### src/rtl/mult_div_unit.sv
// Iterative MULT/MULTU/DIV/DIVU unit with HI/LO, one result bit per cycle.
// Signed MULT/DIV is built only when MDU_SIGNED_EN is defined.
module mult_div_unit #(
    parameter int DATA_WIDTH = 16
) (
    input  logic                  clock_in,
    input  logic                  reset_n_in,
    input  logic                  start_in,
    input  logic [1:0]            op_in,
    input  logic [DATA_WIDTH-1:0] operand_a_in,
    input  logic [DATA_WIDTH-1:0] operand_b_in,
    input  logic                  write_hi_in,
    input  logic                  write_lo_in,
    input  logic [DATA_WIDTH-1:0] write_data_in,
    output logic [DATA_WIDTH-1:0] hi_out,
    output logic [DATA_WIDTH-1:0] lo_out,
    output logic                  busy_out,
    output logic                  done_out,
    output logic                  div_by_zero_out
);

    localparam int W  = DATA_WIDTH;
    localparam int CW = $clog2(W + 1);

    typedef enum logic [1:0] {
        S_IDLE,
        S_CALC,
        S_FIX
    } state_t;

    state_t         state_q;
    logic           is_div_q;
    logic           neg_res_q;
    logic           neg_rem_q;
    logic [W-1:0]   a_q;
    logic [W-1:0]   b_q;
    logic [2*W-1:0] acc_q;
    logic [W-1:0]   rem_q;
    logic [W-1:0]   quo_q;
    logic [CW-1:0]  cnt_q;
    logic [W-1:0]   hi_q;
    logic [W-1:0]   lo_q;
    logic           busy_q;
    logic           done_q;
    logic           dbz_q;

    logic           sgn_a;
    logic           sgn_b;
    logic [W-1:0]   mag_a;
    logic [W-1:0]   mag_b;
    logic [W:0]     mul_sum;
    logic [2*W-1:0] acc_d;
    logic [W:0]     div_shift;
    logic [W:0]     div_diff;
    logic           div_ge;
    logic [W-1:0]   rem_d;
    logic [W-1:0]   quo_d;
    logic [CW-1:0]  cnt_d;
    logic [2*W-1:0] prod_fix;
    logic [W-1:0]   quo_fix;
    logic [W-1:0]   rem_fix;
    logic           b_zero;

`ifdef MDU_SIGNED_EN
    // Operand signs and magnitudes captured when a start is accepted
    always_comb begin
        sgn_a = op_in[0] & operand_a_in[W-1];
        sgn_b = op_in[0] & operand_b_in[W-1];
        mag_a = sgn_a ? -operand_a_in : operand_a_in;
        mag_b = sgn_b ? -operand_b_in : operand_b_in;
    end
`else
    logic op_sign_unused;
    assign op_sign_unused = op_in[0];

    // Unsigned-only build: operands pass straight through
    always_comb begin
        sgn_a = 1'b0;
        sgn_b = 1'b0;
        mag_a = operand_a_in;
        mag_b = operand_b_in;
    end
`endif

    // One shift-add / restoring-subtract step plus the final sign fix-up
    always_comb begin
        mul_sum   = {1'b0, acc_q[2*W-1:W]}
                  + (acc_q[0] ? {1'b0, a_q} : {(W+1){1'b0}});
        acc_d     = {mul_sum, acc_q[W-1:1]};
        div_shift = {rem_q, quo_q[W-1]};
        div_diff  = div_shift - {1'b0, b_q};
        div_ge    = ~div_diff[W];
        rem_d     = div_ge ? div_diff[W-1:0] : div_shift[W-1:0];
        quo_d     = {quo_q[W-2:0], div_ge};
        cnt_d     = cnt_q - CW'(1);
        b_zero    = (b_q == '0);
        prod_fix  = neg_res_q ? -acc_q : acc_q;
        quo_fix   = neg_res_q ? -quo_q : quo_q;
        rem_fix   = neg_rem_q ? -rem_q : rem_q;
    end

    // Control FSM with datapath and registered outputs
    always_ff @(posedge clock_in or negedge reset_n_in) begin
        if (!reset_n_in) begin
            state_q   <= S_IDLE;
            is_div_q  <= 1'b0;
            neg_res_q <= 1'b0;
            neg_rem_q <= 1'b0;
            a_q       <= '0;
            b_q       <= '0;
            acc_q     <= '0;
            rem_q     <= '0;
            quo_q     <= '0;
            cnt_q     <= '0;
            hi_q      <= '0;
            lo_q      <= '0;
            busy_q    <= 1'b0;
            done_q    <= 1'b0;
            dbz_q     <= 1'b0;
        end else begin
            done_q <= 1'b0;
            unique case (state_q)
                S_IDLE: begin
                    if (start_in) begin
                        is_div_q  <= op_in[1];
                        neg_res_q <= sgn_a ^ sgn_b;
                        neg_rem_q <= sgn_a;
                        // Divides keep the raw dividend for the
                        // divide-by-zero HI value; multiplies need |a|.
                        a_q       <= op_in[1] ? operand_a_in : mag_a;
                        b_q       <= mag_b;
                        acc_q     <= {{W{1'b0}}, mag_b};
                        rem_q     <= '0;
                        quo_q     <= mag_a;
                        cnt_q     <= CW'(W);
                        busy_q    <= 1'b1;
                        dbz_q     <= 1'b0;
                        state_q   <= S_CALC;
                    end else begin
                        if (write_hi_in) hi_q <= write_data_in;
                        if (write_lo_in) lo_q <= write_data_in;
                    end
                end
                S_CALC: begin
                    if (is_div_q) begin
                        rem_q <= rem_d;
                        quo_q <= quo_d;
                    end else begin
                        acc_q <= acc_d;
                    end
                    cnt_q <= cnt_d;
                    if (cnt_q == CW'(1)) state_q <= S_FIX;
                end
                S_FIX: begin
                    if (!is_div_q) begin
                        hi_q <= prod_fix[2*W-1:W];
                        lo_q <= prod_fix[W-1:0];
                    end else if (b_zero) begin
                        hi_q  <= a_q;
                        lo_q  <= '1;
                        dbz_q <= 1'b1;
                    end else begin
                        hi_q <= rem_fix;
                        lo_q <= quo_fix;
                    end
                    busy_q  <= 1'b0;
                    done_q  <= 1'b1;
                    state_q <= S_IDLE;
                end
                default: begin
                    busy_q  <= 1'b0;
                    state_q <= S_IDLE;
                end
            endcase
        end
    end

    assign hi_out          = hi_q;
    assign lo_out          = lo_q;
    assign busy_out        = busy_q;
    assign done_out        = done_q;
    assign div_by_zero_out = dbz_q;

endmodule

### config.mk
export PLATFORM = sky130hd
export DESIGN_NAME = mult_div_unit
export DESIGN_NICKNAME = d
export VERILOG_FILES = /design/src/rtl/mult_div_unit.sv
export SDC_FILE = /design/constraint.sdc
export NUM_CORES = 1
export LEC_CHECK = 0
export CELL_PAD_IN_SITES_DETAIL_PLACEMENT = 0
export CELL_PAD_IN_SITES_GLOBAL_PLACEMENT = 1
export CORE_MARGIN = 1.5
export CORE_UTILIZATION = 47
export DETAILED_ROUTE_END_ITERATION = 16
export PLACE_DENSITY_LB_ADDON = 0.25
export RECOVER_POWER = 25
export SYNTH_ARGS = -nofsm -noshare
export SYNTH_HDL_FRONTEND = slang
export SYNTH_SLANG_ARGS = --single-unit
### constraint.sdc
create_clock -name clock_in -period 3.8 [get_ports clock_in]
set_input_delay 0.38 -clock clock_in [delete_from_list [all_inputs] [get_ports clock_in]]
set_output_delay 0.38 -clock clock_in [all_outputs]
set_load 0.02 [all_outputs]
---- Word level (Yosys, flattened, before mapping) ----
Cells that the tools add are included.
W data, S select, Z words.
word-level totals
  output and inout port bits .............. 35
  bits of input ports ..................... 55
  register bits ........................... 139
  logic and storage cells ................. 76
cells by class
  bitwise logic cells ..................... 2
  equal/unequal tests ..................... 12
  add/subtract/negate cells ............... 3
  reduce and logical (&&, ||, !) cells .... 13
  multiplexer cells ....................... 33
operator list
  kind                   number
  $mux W16               14
  $pmux W16 S2           4
  $mux W32               2
  $pmux W32 S2           1
  $ne A2 B2 Y1 const B   9
  $add A16 B16 Y17       1
  $sub A17 B16 Y17       1
  $logic_not A16 Y1      1
  $reduce_and A3 Y1      4
  $pmux W5 S2            1
  $reduce_and A2 Y1      4
  $eq A5 B1 Y1 const B   1
  $mux W1                5
  $mux W5                1
  $sub A5 B1 Y5 const B  1
  $mux W2                2
  $pmux W1 S2            2
  $pmux W2 S2            1
  $reduce_and A4 Y1      1
  $reduce_bool A2 Y1     2
  $eq A2 B1 Y1 const B   1
  $eq A2 B2 Y1 const B   1
  $logic_not A2 Y1       1
  $not A1 Y1             2

---- Depth between registers and ports, before layout ----
  word-level depth ........................ 4
  gate-level depth with buffers ........... 12
  mapped depth without buffers ............ 11

---- Least setup slack after synthesis ----
No wires, ideal clock.
  kind .................................... flip-flop to flip-flop
  start point ............................. register acc_q[0]
  end point ............................... register acc_q[29]
  required time ........................... 3.678 ns
  period minus slack after synthesis ...... 2.616 ns
  path buffers ............................ 1
  data arrival time ....................... 2.494 ns
  library setup time ...................... 0.122 ns
  stages on the path, launching flop included .. 13
  setup slack ............................. 1.184 ns
  cell sequence ........................... dfrtp_1 > clkbuf_1 > and2_1 > ha_1 > inv_1 > fa_1 > nor2b_1 > o21a_1 > o21ai_0 > a211o_1 > a21oi_1 > mux2i_1 > nand2_1
on the way
  cells in the longest elaborated chain, start to end .. 4
ends and longest elaborated chain
  element                 RTL line  RTL
  start, declared         37        logic [2*W-1:0] acc_q;
  start signal, assigned  132       acc_q <= {{W{1'b0}}, mag_b};
  $mux W16                88        + (acc_q[0] ? {1'b0, a_q} : {(W+1){1'b0}});
  $add A16 B16 Y17        88
  $mux W32                145       if (is_div_q) begin
  $pmux W32 S2            122       unique case (state_q)
No other way between the ends. The select of a mux whose other input is x is not followed.
A chain may end at the register's enable or synchronous reset.

---- Final worst setup path ----
  start point ............................. register acc_q[0]
  end point ............................... register acc_q[27]
Same word-level chain as after synthesis.

==> flow_summary.toml <==
[clock_network]
cts.repair.resized = 0
insertion_delay_ps = 420
clk_pin_slew_ps = 60
h-tree-depth = 4
cts_root_buf = "clkbuf_16"
cts_tree = "done"
post_cts_buffers = 0
clkSinkCount = 139
clk_path_buf_depth = 2
hold_buffers = 0
cts_made_buffers = 17

[yosys]
synth_area_um2 = 8030
synth_fa_ha_area_share_pct = 5.79
synth_compound_area_share_pct = 20.4
synth_flop_cell = "dfrtp_1"
synth_cell_types = 64
synth_edf_count = 0
synth-seq-cells = 139
synthMuxAreaShare_pct = 6.12
syn_inst = 914
synth_xor_area_share_pct = 2.52
ys_warn_count = 0
synth_simple_gate_area_share_pct = 17.9
yosysSeqAreaShare_pct = 43.3
syn_avg_cell_area_um2 = 8.79
synth_fp_nets = 1005
synth_top_family_by_area = "compound AO/OA/AOI/OAI gates"
async_reset_ff_share_pct = 100

[detailed_routing]
drt_pre_antenna_iters = 6
drt_iter0_markers = 568
routed_wl_mm = 22.0
vias = 6809
wl_per_cell_um = 18.2
drtAntennaViolNets = 0
drc = 0
via_per_inst = 5.61

[die]
num_rows = 47
dieWidth_um = 134
initial_utilization_pct = 48.3
io_pins = 90
core_area_um2 = 16600
die_area_um2 = 17900
die_h_um = 134

[pwr]
powerDensity_nw_per_um2 = 930
leakagePower_nw = 4.41
ir_worst_vdd_uv = 542

[final_layout]
final_common_cell = "nand2_1"
antenna_cells = 0
design_area_um2 = 9660
multiInputGateArea_um2 = 4260
drive_above_1_share_pct = 7.85
seq_area_um2 = 3480
nets = 1072
syn_to_final_growth_pct = 20.2
final_cell_mix = "nand2_1 (198), dfrtp_1 (139), o21ai_0 (98)"
fillCellCount = 1510
fin_cells = 1214

[global_routing]
grt_busiest_layer = "met2"
gr-usage-met2_pct = 39.9
grt_pass1_vias = 6533
grt_pass1_wl_mm = 35.9
grt_use_met1_pct = 38.1
track_usage_pct = 25.8
overflow = 0
grt_max_degree = 96
use_met3_pct = 4.45
antenna_found_initial = 0

[critical_path]
crit_required_ps = 4070
cp_slowest_cell = "dfrtp_1"
critical_path_class = "flip-flop to flip-flop"
cp-end-kind = "flip-flop"
cp_max_fo = 18
critPathMostFrequentCell = "o21ai_0"
path_buf_inv = 1
start_kind = "flip-flop"
arrival_ps = 3240
cp_top_family = "compound AO/OA/AOI/OAI gates"
slowest_delay_ps = 650
path_cells = "and2_1 > ha_1 > inv_1 > fa_1 > nor2b_1 > o21a_1 > o21ai_0 > a211o_1 > a21oi_1 > xnor2_1 > o21ai_0"

[placed_design]
dp_hpwl_mm = 16.1
gp_congestion = 0.863
numPortBuffers = 88
dpl.cell_count = 1182
placed_area_um2 = 9100

[outcome]
status = "finished, violations left"
violations = "max-capacitance violations, max-slew violations"

[sta]
worst_pin_slew_ps = 2500
max_freq_mhz = 336
slew_headroom_pct = -66.8
min_period_over_period_pct = 78.2
period_minus_slack_ps = 2970
rsz0062_at_grt = "no"
fin_setup_tns_ps = 0
hold_violations = 0
setup_viol = 0
skew_ps = 9.22
final_max_slew_viol_count = 95

[job]
maxCapViolations = 1

[min_path]
hold_class = "flip-flop to flip-flop"
-- report_power, final --
group / internal (W) / total, W / switching [W]
Combinational: 0.00196 / 0.00463 / 0.00267
Sequential: 0.00217 / 0.00277 / 0.000601
Clock: 0.000916 / 0.00158 / 0.000664
Total: 0.00504 / 0.00898 / 0.00394
-- tightest hold or removal path: stages, from the launching register on --
cell and delay (ps):
dfrtp_1 340, nand2_1 40, o21ai_0 60
-- layer usage --
| metal | wire length, um | share of wire (%) |
|---|---|---|
| met5 | 0 | 0 |
| met3 | 1020 | 4.6 |
| met2 | 10300 | 47 |
| met4 | 291 | 1.3 |
| met1 | 10400 | 47 |
-- worst paths after layout --
check,start,endpoint,slack [ps],cells past startpoint
worst min-delay path,hi_out[3],hi_out[3],470,2
max in group asynchronous,reset_n_in,quo_q[12],1610,1
worst max-delay path,acc_q[0],acc_q[27],830,11
min in group asynchronous,reset_n_in,hi_out[14],660,1
worst min register to register,hi_out[3],hi_out[3],470,2
worst max register to register,acc_q[0],acc_q[27],830,11
-- cells in the mapped netlist, drive strengths merged, types with 2 or more instances --
master,n,area [um^2]
and3,2,12.5
o21ai,117,601
a31oi,20,125
nor4b,3,32.5
a22o,2,17.5
o41ai,2,17.5
nand3,6,30.0
ha,34,425
nor2,52,198
nand4,6,37.5
o31ai,4,35.0
clkbuf,41,154
o221a,15,169
dfrtp,139,3480
a211oi,21,168
inv,24,90.1
nor2b,10,62.6
nand2,199,749
nor3,10,50.1
o211ai,2,15.0
and2,19,119
nand2b,3,18.8
xor2,13,133
buf,12,65.1
or2,3,18.8
o21a,8,60.1
mux2i,48,480
o21bai,4,33.8
nor3b,4,30.0
a21oi,50,250
xnor2,8,70.1
a21o,7,52.6
fa,2,40.0
a41oi,2,17.5
nor4,6,37.5
-- sequential cells by signal (all words and copies together) (netlist names) --
register         flops
is_div_q             1
done_out             1
acc_q               32
div_by_zero_out      1
a_q                 16
state_q              2
quo_q               16
lo_out              16
busy_out             1
rem_q               16
cnt_q                5
b_q                 16
hi_out              16
-- metrics by stage --
| step | utilization [%] | power (W) | hold WS [ps] | setup slack [ps] |
|---|---|---|---|---|
| after floorplan | - | 0.00606 | 84.4 | 1180 |
| after global placement | 54.7 | 0.00732 | 462 | 855 |
| after detailed placement | 54.7 | 0.00740 | 469 | 831 |
| after CTS | 58.1 | 0.00901 | 89.7 | 795 |
| after global routing | 58.0 | 0.00975 | 487 | 588 |
| final | 58.0 | 0.00898 | 475 | 827 |
-- cell families after synthesis --
| group | count (synthesis) |
|---|---|
| compound gates | 263 |
| xor+xnor | 21 |
| fa+ha+maj | 36 |
| buf+inv | 78 |
| flops | 139 |
| mux | 49 |
| simple gates | 328 |
-- final cells by class --
| type | count | share of cell area [%] |
|---|---|---|
| Tap cell | 220 | 2.85 |
| Clock inverter | 14 | 1.28 |
| Clock buffer | 18 | 4.55 |
| Timing Repair Buffer | 101 | 10.2 |
| Inverter | 25 | 0.972 |
| Sequential cell | 139 | 36.0 |
| Multi-Input combinational cell | 697 | 44.1 |
Power figures use the tool's default switching activity.
